$ cat config.mk
export PLATFORM = sky130hd
export DESIGN_NAME = udp_tx_sched
export DESIGN_NICKNAME = d
export VERILOG_FILES = /design/src/rtl/udp_tx_sched_pkg.sv /design/src/rtl/udp_tx_sched_rr.sv /design/src/rtl/udp_tx_sched.sv
export SDC_FILE = /design/constraint.sdc
export NUM_CORES = 1
export LEC_CHECK = 0
export BUFFER_PORTS_ARGS = -buffer_cell sky130_fd_sc_hd__buf_2
export CAP_MARGIN = 15
export CORE_AREA = 2 2 167 169
export CTS_CLUSTER_DIAMETER = 60
export CTS_CLUSTER_SIZE = 24
export DETAILED_ROUTE_END_ITERATION = 8
export DIE_AREA = 0 0 169 171
export MAX_ROUTING_LAYER = met4
export PLACE_DENSITY = 0.62
export SLEW_MARGIN = 10
export SYNTH_ARGS = -nofsm -noshare
export SYNTH_HDL_FRONTEND = slang
export SYNTH_SLANG_ARGS = --single-unit
$ cat constraint.sdc
create_clock -name clk -period 2.5 [get_ports clk]
set_input_delay 0.125 -clock clk [delete_from_list [all_inputs] [get_ports clk]]
set_output_delay 0.125 -clock clk [all_outputs]
set_load 0.01 [all_outputs]
$ cat src/rtl/udp_tx_sched_pkg.sv
// Shared types and defaults for the two-client UDP transmit scheduler.
package udp_tx_sched_pkg;

    typedef enum logic [3:0] {
        ST_IDLE  = 4'b0001,
        ST_START = 4'b0010,
        ST_BUSY  = 4'b0100,
        ST_GAP   = 4'b1000
    } state_t;

    localparam int unsigned IFG_DEFAULT     = 12;
    localparam int unsigned TIMEOUT_DEFAULT = 65535;
    localparam int unsigned IDX_W           = 1;
    localparam int unsigned CNT_W           = 16;

endpackage

$ cat src/rtl/udp_tx_sched_rr.sv
// Two-way round-robin picker: favours the client not served last.
module udp_tx_sched_rr
    import udp_tx_sched_pkg::*;
(
    input  logic [1:0]       req,
    input  logic [IDX_W-1:0] last,
    output logic             valid,
    output logic [IDX_W-1:0] idx
);

    // Pick the sole requester, or the non-last client when both request.
    always_comb begin
        valid = |req;
        if (&req) begin
            idx = ~last;
        end else begin
            idx = IDX_W'(req[1]);
        end
    end

endmodule

$ cat src/rtl/udp_tx_sched.sv
// Round-robin scheduler between two frame sources and one UDP transmitter.
module udp_tx_sched
    import udp_tx_sched_pkg::*;
#(
    parameter int unsigned IFG_CYCLES     = IFG_DEFAULT,
    parameter int unsigned TIMEOUT_CYCLES = TIMEOUT_DEFAULT
) (
    input  logic        clk,
    input  logic        rst_n,
    input  logic        cli0_req,
    input  logic [15:0] cli0_byte_num,
    input  logic [47:0] cli0_des_mac,
    input  logic [31:0] cli0_des_ip,
    input  logic [31:0] cli0_data,
    output logic        cli0_grant,
    output logic        cli0_data_req,
    output logic        cli0_done,
    output logic        cli0_err,
    input  logic        cli1_req,
    input  logic [15:0] cli1_byte_num,
    input  logic [47:0] cli1_des_mac,
    input  logic [31:0] cli1_des_ip,
    input  logic [31:0] cli1_data,
    output logic        cli1_grant,
    output logic        cli1_data_req,
    output logic        cli1_done,
    output logic        cli1_err,
    output logic        tx_start_en,
    output logic [15:0] tx_byte_num,
    output logic [47:0] des_mac,
    output logic [31:0] des_ip,
    output logic [31:0] tx_data,
    input  logic        tx_req,
    input  logic        tx_done,
    output logic        busy,
    output logic [15:0] frame_cnt0,
    output logic [15:0] frame_cnt1
);

    state_t           state, state_nxt;
    logic [IDX_W-1:0] ptr, ptr_nxt;
    logic [IDX_W-1:0] sel, sel_nxt;
    logic [1:0]       grant, grant_nxt;
    logic [1:0]       done_q, done_nxt;
    logic [1:0]       err_q, err_nxt;
    logic             start_nxt;
    logic             latch_en;
    logic [CNT_W-1:0] wd_cnt;
    logic [CNT_W-1:0] gap_cnt;
    logic             rr_valid;
    logic [IDX_W-1:0] rr_idx;
    logic [15:0]      win_byte_num;
    logic [47:0]      win_des_mac;
    logic [31:0]      win_des_ip;

    udp_tx_sched_rr u_rr (
        .req   ({cli1_req, cli0_req}),
        .last  (ptr),
        .valid (rr_valid),
        .idx   (rr_idx)
    );

    // Descriptor of the arbitration winner, latched on grant.
    always_comb begin
        win_byte_num = (rr_idx == IDX_W'(1)) ? cli1_byte_num : cli0_byte_num;
        win_des_mac  = (rr_idx == IDX_W'(1)) ? cli1_des_mac  : cli0_des_mac;
        win_des_ip   = (rr_idx == IDX_W'(1)) ? cli1_des_ip   : cli0_des_ip;
    end

    // State register.
    always_ff @(posedge clk or negedge rst_n) begin
        if (!rst_n) begin
            state <= ST_IDLE;
        end else begin
            state <= state_nxt;
        end
    end

    // Next-state and next-output decode.
    always_comb begin
        state_nxt = state;
        ptr_nxt   = ptr;
        sel_nxt   = sel;
        grant_nxt = grant;
        done_nxt  = '0;
        err_nxt   = '0;
        start_nxt = 1'b0;
        latch_en  = 1'b0;
        unique case (state)
            ST_IDLE: begin
                if (rr_valid) begin
                    ptr_nxt = rr_idx;
                    if (win_byte_num == 16'd0) begin
                        err_nxt[rr_idx] = 1'b1;
                        state_nxt       = ST_GAP;
                    end else begin
                        latch_en          = 1'b1;
                        sel_nxt           = rr_idx;
                        grant_nxt         = '0;
                        grant_nxt[rr_idx] = 1'b1;
                        start_nxt         = 1'b1;
                        state_nxt         = ST_START;
                    end
                end
            end
            ST_START: begin
                state_nxt = ST_BUSY;
            end
            ST_BUSY: begin
                if (tx_done) begin
                    done_nxt[sel] = 1'b1;
                    grant_nxt     = '0;
                    state_nxt     = ST_GAP;
                end else if (wd_cnt == CNT_W'(TIMEOUT_CYCLES - 1)) begin
                    err_nxt[sel] = 1'b1;
                    grant_nxt    = '0;
                    state_nxt    = ST_GAP;
                end
            end
            ST_GAP: begin
                if (gap_cnt == CNT_W'(IFG_CYCLES - 1)) begin
                    state_nxt = ST_IDLE;
                end
            end
            default: begin
                state_nxt = ST_IDLE;
                grant_nxt = '0;
            end
        endcase
    end

    // Registered control outputs and descriptor latch.
    always_ff @(posedge clk or negedge rst_n) begin
        if (!rst_n) begin
            ptr         <= IDX_W'(1);
            sel         <= '0;
            grant       <= '0;
            done_q      <= '0;
            err_q       <= '0;
            tx_start_en <= 1'b0;
            busy        <= 1'b0;
            tx_byte_num <= '0;
            des_mac     <= '0;
            des_ip      <= '0;
        end else begin
            ptr         <= ptr_nxt;
            sel         <= sel_nxt;
            grant       <= grant_nxt;
            done_q      <= done_nxt;
            err_q       <= err_nxt;
            tx_start_en <= start_nxt;
            busy        <= (state_nxt != ST_IDLE);
            if (latch_en) begin
                tx_byte_num <= win_byte_num;
                des_mac     <= win_des_mac;
                des_ip      <= win_des_ip;
            end
        end
    end

    // Watchdog, inter-frame gap and per-client frame counters.
    always_ff @(posedge clk or negedge rst_n) begin
        if (!rst_n) begin
            wd_cnt     <= '0;
            gap_cnt    <= '0;
            frame_cnt0 <= '0;
            frame_cnt1 <= '0;
        end else begin
            if (state == ST_START) begin
                wd_cnt <= '0;
            end else if (state == ST_BUSY) begin
                wd_cnt <= wd_cnt + CNT_W'(1);
            end
            if (state == ST_GAP) begin
                gap_cnt <= gap_cnt + CNT_W'(1);
            end else begin
                gap_cnt <= '0;
            end
            if (done_nxt[0]) begin
                frame_cnt0 <= frame_cnt0 + 16'd1;
            end
            if (done_nxt[1]) begin
                frame_cnt1 <= frame_cnt1 + 16'd1;
            end
        end
    end

    assign cli0_grant    = grant[0];
    assign cli1_grant    = grant[1];
    assign cli0_done     = done_q[0];
    assign cli1_done     = done_q[1];
    assign cli0_err      = err_q[0];
    assign cli1_err      = err_q[1];
    assign cli0_data_req = (state == ST_BUSY) && (sel == IDX_W'(0)) && tx_req;
    assign cli1_data_req = (state == ST_BUSY) && (sel == IDX_W'(1)) && tx_req;
    assign tx_data       = (sel == IDX_W'(1)) ? cli1_data : cli0_data;

endmodule

# Word level (Yosys, flattened, before mapping)

Index checks and enable logic that the tools add are counted.

Add/sub/neg operators: 4
Magnitude comparators: 4
Bitwise operators: 4
Reduce and logical (&&, ||, !) cells: 14
Eq/ne operators: 10
Multiplexer cells: 33

Operators with widths:

| cell                  | number |
|---|---|
| $add 16x1->16 const B | 4 |
| $mux 16               | 4 |
| $mux 32               | 2 |
| $mux 48               | 1 |
| $mux 2                | 10 |
| $mux 4                | 5 |
| $eq 16x16->1 const B  | 1 |
| $eq 16x4->1 const B   | 1 |
| $logic_not 16->1      | 1 |
| $pmux 4 s4            | 1 |
| $logic_and 1x1->1     | 6 |
| $mux 1                | 6 |
| $pmux 2 s3            | 1 |
| $eq 4x1->1 const B    | 1 |
| $eq 4x2->1 const B    | 1 |
| $eq 4x3->1 const B    | 1 |
| $eq 4x4->1 const B    | 1 |
| $lt 1x2->1 const B    | 2 |
| $ne 2x2->1 const B    | 2 |
| $ne 4x1->1 const B    | 1 |
| $not 1->1             | 4 |
| $pmux 2 s2            | 1 |
| $reduce_and 2->1      | 2 |
| $reduce_and 4->1      | 1 |
| 6 further kinds       | 9 |

Output and inout port bits: 170
Register bits: 174
Input bits: 262
Logic and storage cells: 84

# Logic depth before layout (Yosys ltp)

Gate-level depths: netlist of the first run.

Depth after elaboration: 9
Mapped depth: 8

# Modules after synthesis

From an unflattened synthesis of the first run, not the netlist that was laid out.

Cell total of the unflattened synthesis: 694
Area total of the unflattened synthesis: 8740.9 µm²

By module, submodules not included:

| module          | area each (µm²) | cells an instance | instances | sequential area each (µm²) |
|---|---|---|---|---|
| udp_tx_sched    | 8727.1          | 692               | 1         | 4356.7 |
| udp_tx_sched_rr | 13.8            | 2                 | 1         | 0.0 |

# Worst setup path before layout of the first run

Ideal clock, no wire load.

Path kind: flip-flop to flip-flop
Start point: reg state[0]
End point: reg des_ip[0]
Clock period less this slack: 2.187 ns
Arrival time: 2.062 ns
Data required time: 2.375 ns
Cell stages (with the launch flop): 9
Setup time: 0.125 ns
Path slack: 0.313 ns
Cell sequence: dfstp_2 buf_6 nor4b_4 and2b_1 inv_1 nor2_2 buf_4 buf_6 mux2_2

Longest elaborated chain between the ends: 2

RTL lines:

| what                   | line                | RTL |
|---|---|---|
| start, declared        | udp_tx_sched.sv:40  | `state_t state, state_nxt;` |
| start signal, assigned | udp_tx_sched.sv:75  | `state <= state_nxt;` |
| $eq 4x1->1             | udp_tx_sched.sv:89  | `unique case (state)` |
| $mux 1                 | udp_tx_sched.sv:89  |  |
| end signal, assigned   | udp_tx_sched.sv:156 | `des_ip <= win_des_ip;` |
| end, declared          | udp_tx_sched.sv:31  | `output logic [31:0] des_ip,` |

No other way between the ends.
A chain may end at the register's enable or synchronous reset.

# Worst setup path in the final report of the first run

Start point: reg state[0]
End point: reg des_ip[3]

Same word-level chain as after synthesis.

==> impl_metrics.ini, run 1 <==
[run_status]
status = complete, no violations

[route]
wirelength_um = 27600
wl_per_cell_um = 16.1
via_count = 8037
antenna_left = 0
via_per_inst = 4.70
drtPass1Iterations = 5
drtIter0Drc = 501
drt_drc_violations_left = 0

[yosys]
yosys-top-cells-area = dfrtp_1 49%, mux2_2 17%, nand2_1 14%, xor2_1 3.2%, nor2_1 2.3%
synth_edf_count = 0
syn_area_um2 = 8800
ys_seq_elements = 174
ys.flop_type = dfrtp_1
synth_async_sr_flop_share_pct = 100
yosysUniqueCellTypes = 48
syn_nets = 1178
yosysWarnings = 0
ys_seq_area_share_pct = 49.5
netlist.top_cell.by_area = dfrtp_1
yosysTopAreaCellShare_pct = 48.9
netlist_instances = 911
syn_area_per_cell_um2 = 9.66

[clock_tree]
insertion_delay_ns = 0.43
cts_tree = done
post-cts-setup-buffer-count = 0
clock-sinks = 174
holdBufCountCts = 13
clockBufferDepth = 2
clkTransAtPathRegs_ns = 0.08
ctsResizeCount = 0
ctsRootBufferMaster = clkbuf_16
h-tree-depth = 4
cts_buffers = 17

[pwr]
vdd_drop_max_uv = 401
p_leak_uw = 0.00640
clockPowerShare_pct = 23.0
p_total_uw = 12200
power.net_switching_uw = 4440
p_sw_share_pct = 36.3
p_per_area_nw_per_um2 = 1010
p_seq_share_pct = 35.5
p_int_uw = 7770
comb_power_share_pct = 41.5

[min_path]
hold_class = input pin to register
holdPathStages = 4

[die]
dieHeight_um = 171
die_w_um = 169
fp.coreArea_um2 = 27300
placementRows = 61
dieArea_um2 = 28900
io_pins = 432
start_util_pct = 32.2

[setup_path]
cp.required_ns = 2.81
end_kind = register
cp-start-kind = register
crit_arrival_ns = 2.51
worstPathMaxFanout = 31
worstSetupPathType = register to register
r2r_cells = 6

[sta]
relSlewSlack_pct = 60.3
tightestPinTransition_ns = 0.596
clock_skew_ns = 0.0143
grt_setup_unrepaired = false
fin_crit_ns = 2.20
fmax_ghz = 0.454
setup_tns_ns = 0
fin_ws_ns = 0.296
setup_viol = 0
finalHoldViolCount = 0
final_max_slew_viol_count = 0
fin_crit_sh_pct = 88.2

[placed_design]
place_ws_ns = 0.281
gp_congestion = 0.860
io_buffers = 431
place_inst = 1662
hpwl_um = 21500

[global_route]
grt_max_degree = 67
met1_usage_pct = 24.8
grt.busiest_layer = met2
grtUsageTotal_pct = 19.2
grt.met3_usage_pct = 3.56
grt_overflow = 0
antenna_found_initial = 1
grt_pass1_wl_um = 41500
grtUsageMet2_pct = 29.6
grt_pass1_vias = 7504

[layout]
syn2layout_area_growth_pct = 38.0
finalNetCount = 1616
most-common-layout-cells = 430 x buf_2, 316 x nand2_1, 171 x dfrtp_1, 129 x mux2_2, 54 x nor2_1
drive_above_1_share_pct = 45.7
layout_commonest_cell = buf_2
final_cells = 1709
final_core_util_pct = 44.4

[run]
maxCapViolCount = 0
==> cells in the mapped netlist, types with 2 or more instances <==
master    count
nor3_1        7
nand2_1     317
xor2_1       32
ha_1          5
nor2b_1       2
dfrtp_1     172
nor4b_2       2
and3_1       11
nor2_1       54
and2_1        3
o21ai_0       6
nand4_1      20
a21oi_1       9
nor2_2        2
buf_2         9
o31ai_1       2
mux2_2      129
inv_1         9
nand3_1      25
nor3_2        2
clkbuf_1     27
xnor2_1      22
or3_1         4
dfstp_2       2
buf_6         5
nor4_1       11
==> stage by stage <==
stage          area (µm²)  hold slack [ns]
3_3_place_gp        11400            0.164
2_1_floorplan        8800           -0.171
5_1_grt             12100          0.00820
4_1_cts             12100          0.00102
3_5_place_dp        11400            0.167
6_report            12100           0.0212
==> power by group through the flow <==
| stage | clock [µW] | sequential, µW | combinational [µW] |
|---|---|---|---|
| after floorplan | 0 | 4670 | 2680 |
| after global routing | 3010 | 4470 | 5470 |
| final | 2810 | 4330 | 5070 |
| after global placement | 0 | 4350 | 5040 |
| after CTS | 2870 | 4340 | 5160 |
| after detailed placement | 0 | 4370 | 5130 |
==> kinds of logic (layout without fill, tap and decap cells) <==
| kind of cell | after synthesis | after routing | synth area share [%] |
|---|---|---|---|
| flip-flops | 174 | 174 | 49.5 |
| other | 0 | 1 | 0 |
| XOR/XNOR | 54 | 54 | 5.37 |
| adder cells (fa/ha/maj) | 5 | 5 | 0.711 |
| AO/OA/AOI/OAI | 27 | 27 | 1.91 |
| AND/OR/NAND/NOR | 468 | 468 | 22.9 |
| multiplexers | 131 | 131 | 16.7 |
| buffers and inverters | 52 | 503 | 2.82 |
==> worst paths after layout <==
kind | from | endpoint | slack, ns
min in group asynchronous | rst_n | frame_cnt1[0] | 0.28
worst min register to register | frame_cnt1[15] | frame_cnt1[15] | 0.47
worst max register to register | state[0] | des_ip[3] | 0.30
worst max-delay path | state[0] | des_ip[3] | 0.30
worst min-delay path | cli1_des_mac[21] | des_mac[21] | 0.02
max in group asynchronous | rst_n | ptr | 1.59
==> state kept, by name (all words and copies together) (netlist names) <==
| register | flops |
|---|---|
| sel | 1 |
| ptr | 1 |
| des_ip | 32 |
| frame_cnt0 | 16 |
| tx_byte_num | 16 |
| tx_start_en | 1 |
| wd_cnt | 16 |
| err_q | 2 |
| busy | 1 |
| gap_cnt | 16 |
| des_mac | 48 |
| done_q | 2 |
| state | 4 |
| grant | 2 |
| frame_cnt1 | 16 |
==> area by class of cell <==
class	count	area, µm²
clock inverters	13	168
diodes	1	2.50
flip-flops and latches	174	4360
well taps	346	433
repair buffers	462	2490
clock buffers	19	443
fillers	2718	15200
inverters	9	33.8
multi-input cells	685	4210
==> worst max-delay path: stages, from the launching register on <==
cell and delay (ns):
dfstp_2 0.60, nor4b_4 0.22, and2b_1 0.23, inv_1 0.11
nor2_4 0.15, buf_4 0.39, mux2_2 0.39
==> metal layers <==
layer / vias to the layer above / wire length [µm]
met5: - / 0
met2: 293 / 13100
met1: 3790 / 12000
met4: 0 / 1120
met3: 51 / 1320
li1: 3903 / -
Note: power is estimated with default switching activity, not from simulation.
==> run 2: changes to the inputs <==
- CORE_AREA: 2 2 167 169 -> 2 2 166 168
- CTS_BUF_LIST: not set -> sky130_fd_sc_hd__clkbuf_16
- CTS_CLUSTER_DIAMETER: 60 -> 150
- DIE_AREA: 0 0 169 171 -> 0 0 168 170
- PLACE_DENSITY: 0.62 -> 0.63
==> impl_metrics.ini, run 2 (synthesis results as in run 1) <==
[run_status]
status = complete, no violations

[placed_design]
gp_congestion = 0.919
io_buffers = 431
hpwl_um = 21500
place_ws_ns = 0.0722

[clock_tree]
insertion_delay_ns = 0.43
post-cts-setup-buffer-count = 0
h-tree-depth = 4
cts_tree = done
clockBufferDepth = 2
cts_buffers = 17
clock-sinks = 174
clkTransAtPathRegs_ns = 0.08
ctsRootBufferMaster = clkbuf_16

[route]
antenna_left = 0
wl_per_cell_um = 16.2
drtIter0Drc = 388
drtPass1Iterations = 5
via_per_inst = 4.70
wirelength_um = 27600
drt_drc_violations_left = 0
via_count = 8026

[setup_path]
worstSetupPathType = register to register
cp_slowest_cell = dlygate4sd3_1
slowest_delay_ns = 0.55
path_delay_family = buffers and inverters
crit_arrival_ns = 2.62
cp.required_ns = 2.82
end_kind = register
worstPathMaxFanout = 100
critPathBufInv = 2
timing.critical_path.mode_cell = nand2_1
cp-start-kind = register
r2r_slack_ns = 0.21
cp_cell_sequence = nand2_1, and2_4, buf_12, nand2_1, nand2_1, dlygate4sd3_1, mux2_2

[die]
placementRows = 60
dieHeight_um = 170
io_pins = 432
dieArea_um2 = 28600
die_w_um = 168
fp.coreArea_um2 = 26700
start_util_pct = 33.0

[layout]
multi_input_area_um2 = 4210
drive_above_1_share_pct = 45.8
finalNetCount = 1621
fillers = 2593
regMostFlops = des_mac
register_area_um2 = 4360
most-common-layout-cells = 430 x buf_2, 316 x nand2_1, 172 x dfrtp_1, 129 x mux2_2, 54 x nor2_1
final_core_util_pct = 45.7
top_regs = des_mac: 48 flops, des_ip: 32 flops
syn2layout_area_growth_pct = 38.4
largest_reg_flops = 48
layout_commonest_cell = buf_2

[sta]
tightestPinTransition_ns = 0.604
final_max_slew_viol_count = 0
fin_crit_sh_pct = 91.8
fin_crit_ns = 2.29
finalHoldViolCount = 0
fmax_ghz = 0.436
grt_setup_unrepaired = false
fin_ws_ns = 0.206
relSlewSlack_pct = 59.3
setup_viol = 0
clock_skew_ns = 0.0178
setup_tns_ns = 0

[run]
maxCapViolCount = 0

[global_route]
grt_overflow = 0
antenna_found_initial = 1
grt_pass1_wl_um = 42400
grtUsageTotal_pct = 19.6
grt_max_degree = 101
grt_pass1_vias = 7896

[pwr]
p_per_area_nw_per_um2 = 999
p_leak_uw = 0.00643
vdd_drop_max_uv = 427

[min_path]
hold_class = input pin to register
run 2: changes by cell type in the layout (fill, tap and decap cells not counted):
cell | previous run | this run
buf_4 | 12 | 15
buf_12 | 5 | 7
clkinv_4 | 0 | 2
bufinv_16 | 2 | 1
clkbuf_1 | 1 | 0
clkbuf_8 | 1 | 0
clkinv_1 | 0 | 1
clkinv_8 | 0 | 1
clkinvlp_4 | 1 | 0
dfrtp_1 | 171 | 172
dfrtp_2 | 1 | 0
run 2: path summary, 6_finish.rpt:
kind | start | end | depth (start not counted)
setup / recovery | ptr | des_mac[34] | 7
hold / removal | cli1_des_mac[41] | des_mac[41] | 4
setup reg to reg | ptr | des_mac[34] | 7
hold reg to reg | frame_cnt0[15] | frame_cnt0[15] | 1
max in group asynchronous | rst_n | ptr | 3
min in group asynchronous | rst_n | frame_cnt0[14] | 2
run 2: area by class of cell:
type	instances	share of cell area [%]
tap	341	3.50
inverter	9	0.277
clock inverter	15	1.38
sequential	174	35.8
clock buffer	17	3.49
multi-input combinational	685	34.6
antenna	1	0.0205
timing repair buffer	467	21.0
run 2: layer usage:
layer | GRT usage [%] | share of wire [%] | vias up
met2 | 32.5 | 50 | 281
met4 | 6.62 | 2.8 | 0
met3 | 3.84 | 5.3 | 31
met5 | - | 0 | -
li1 | - | - | 3912
met1 | 24.2 | 42 | 3802
run 2: worst reg2reg max path: cells and delay by family, from the launching register on:
kind / cells / cell delay, ns
buf+inv: 2 / 0.72
flops: 1 / 0.54
mux: 1 / 0.26
simple gates: 4 / 0.68
run 2: report_power, final:
| group | switching [µW] | leakage (µW) | total [µW] | internal (µW) |
|---|---|---|---|---|
| Combinational | 2640 | 0.00392 | 5190 | 2550 |
| Clock | 1250 | 0.000293 | 2690 | 1430 |
| Sequential | 538 | 0.00221 | 4300 | 3760 |
run 2: repair_timing:
| action | CTS | global route |
|---|---|---|
| gates resized for setup | 0 | 0 |
| endpoints found under the hold margin | 66 | 0 |
| hold buffers | 14 | 0 |
run 2: per-stage QoR:
stage	instance area, µm²	hold slack (ns)	std cells	power, µW
after floorplan	8800	-0.171	911	7360
after global placement	11400	0.155	1662	9470
after detailed placement	11400	0.159	1662	9600
after CTS	12200	0.00108	1708	12400
after global routing	12200	0.0109	1709	12900
final	12200	0.0193	1709	12200
==> run 3: changes to the inputs <==
- GPL_TIMING_DRIVEN: not set -> 0
- PLACE_DENSITY: 0.63 -> 0.65
- clock period: 2.5 -> 1.85 ns (I/O delays scaled with it)
==> impl_metrics.ini, run 3 (synthesis results as in run 1) <==
[sta]
hold_slack_ns = 0.0158
final_max_slew_viol_count = 0
setup_tns_ns = -16.33
relSlewSlack_pct = 57.6
setup_viol = 126
fin_crit_sh_pct = 110
fin_crit_ns = 2.04
grt_setup_unrepaired = true
tightestPinTransition_ns = 0.637
fmax_ghz = 0.490
fin_ws_ns = -0.189
clock_skew_ns = 0.0183
finalHoldViolCount = 0

[global_route]
grt_max_degree = 107
grtUsageTotal_pct = 23.2
grt_pass1_vias = 9423
grt_overflow = 0
antenna_found_initial = 1
grt_pass1_wl_um = 50100

[pwr]
p_leak_uw = 0.00759
vdd_drop_max_uv = 752
p_per_area_nw_per_um2 = 1290

[setup_path]
end_kind = register
r2r_cells = 5
worstPathMaxFanout = 5
r2r_slack_ns = -0.19
slowest_delay_ns = 0.57
worstSetupPathType = register to register
cp.required_ns = 2.20
cp_slowest_cell = or4b_4
crit_arrival_ns = 2.39
r2r_end = wd_cnt[9]
cp_cell_sequence = or4b_4, buf_8, or3_4, or3_1, a21oi_1
cp-start-kind = register
r2r-start = state[1]

[route]
drtIter0Drc = 498
drt_drc_violations_left = 0
wirelength_um = 33300
via_per_inst = 4.82
antenna_left = 0
drtPass1Iterations = 5
wl_per_cell_um = 17.5
via_count = 9165

[clock_tree]
clock-sinks = 174
cts_tree = done
ctsRootBufferMaster = clkbuf_16
clkTransAtPathRegs_ns = 0.08
cts_buffers = 17
h-tree-depth = 4
clockBufferDepth = 2
insertion_delay_ns = 0.44

[layout]
drive_above_1_share_pct = 46.1
most-common-layout-cells = 430 x buf_2, 314 x nand2_1, 170 x dfrtp_1, 144 x dlygate4sd3_1, 68 x mux2_2
syn2layout_area_growth_pct = 66.1
regMostFlops = des_mac
layout_commonest_cell = buf_2
finalNetCount = 1814
fillers = 2263
largest_reg_flops = 48
final_cells = 1902
final_core_util_pct = 54.8
top_regs = des_mac: 48 flops, des_ip: 32 flops

[placed_design]
place_inst = 1684
hpwl_um = 22800
place_ws_ns = -0.654
io_buffers = 431
gp_congestion = 0.945

[min_path]
holdPathStages = 4
hold_class = input pin to register
hold_end = des_mac[22]
worstHoldStart = cli1_des_mac[22]

[die]
start_util_pct = 33.0
dieHeight_um = 170
fp.coreArea_um2 = 26700
die_w_um = 168
placementRows = 60
dieArea_um2 = 28600
io_pins = 432

[run]
maxCapViolCount = 0

[run_status]
status = finished with violations
violations = negative setup slack
## run 3: how the worst max path moves through the flow
stage,startpoint,endpoint,slack [ns],cells past startpoint
CTS,state[0],des_ip[25],-0.20,9
finish,state[1],wd_cnt[9],-0.19,5
floorplan,state[0],des_ip[0],-0.21,8
global placement,rst_n,state[1],-2.52,1
detailed placement,state[0],des_mac[23],-0.65,7
global route,state[0],tx_byte_num[9],-0.26,8
## run 3: layout make-up
cell class                      instances  area, µm²  area share (%)
Sequential cell                       174       4360            29.8
Timing Repair Buffer                  620       4120            28.2
Clock buffer                           17        425            2.91
Buffer                                 40        350            2.40
Multi-Input combinational cell        685       4730            32.4
Clock inverter                         15        168            1.15
Inverter                                9       33.8           0.231
Antenna cell                            1       2.50          0.0171
Tap cell                              341        427            2.92
## run 3: worst max-delay path: cells and delay by family (launching register included)
family          cells  cell delay, ns
compound gates      1            0.14
buf+inv             1            0.16
flops               1            0.45
simple gates        3            1.21
## run 3: per-layer routing
| metal | GRT usage, % | wire length [µm] | up-vias |
|---|---|---|---|
| met1 | 28.1 | 14000 | 4447 |
| met2 | 37.7 | 16100 | 341 |
| met4 | 10.5 | 1370 | 0 |
| met5 | - | 0 | - |
| met3 | 4.70 | 1830 | 80 |
| li1 | - | - | 4297 |
## run 3: timing repair
item | 4_1_cts | 5_1_grt
cloned | 3 | 1
setup endpoints to repair | 178 | 149
hold buffers | 144 | 0
gates resized for setup | 125 | 75
buffers inserted | 31 | 12
hold endpoints to repair | 154 | 0
pin swaps | 24 | 27
## run 3: per-stage QoR
stage / power [µW] / area, µm²
final: 18800 / 14600
after global routing: 19800 / 14600
after CTS: 18300 / 14300
after detailed placement: 12900 / 11500
after global placement: 12800 / 11400
after floorplan: 9980 / 8850
## run 3: report_power, final
| group | total, µW | switching (µW) | internal (µW) | leakage, µW |
|---|---|---|---|---|
| clock | 3680 | 1850 | 1830 | 0.000288 |
| combinational | 9300 | 4250 | 5050 | 0.00510 |
| sequential | 5830 | 753 | 5080 | 0.00221 |
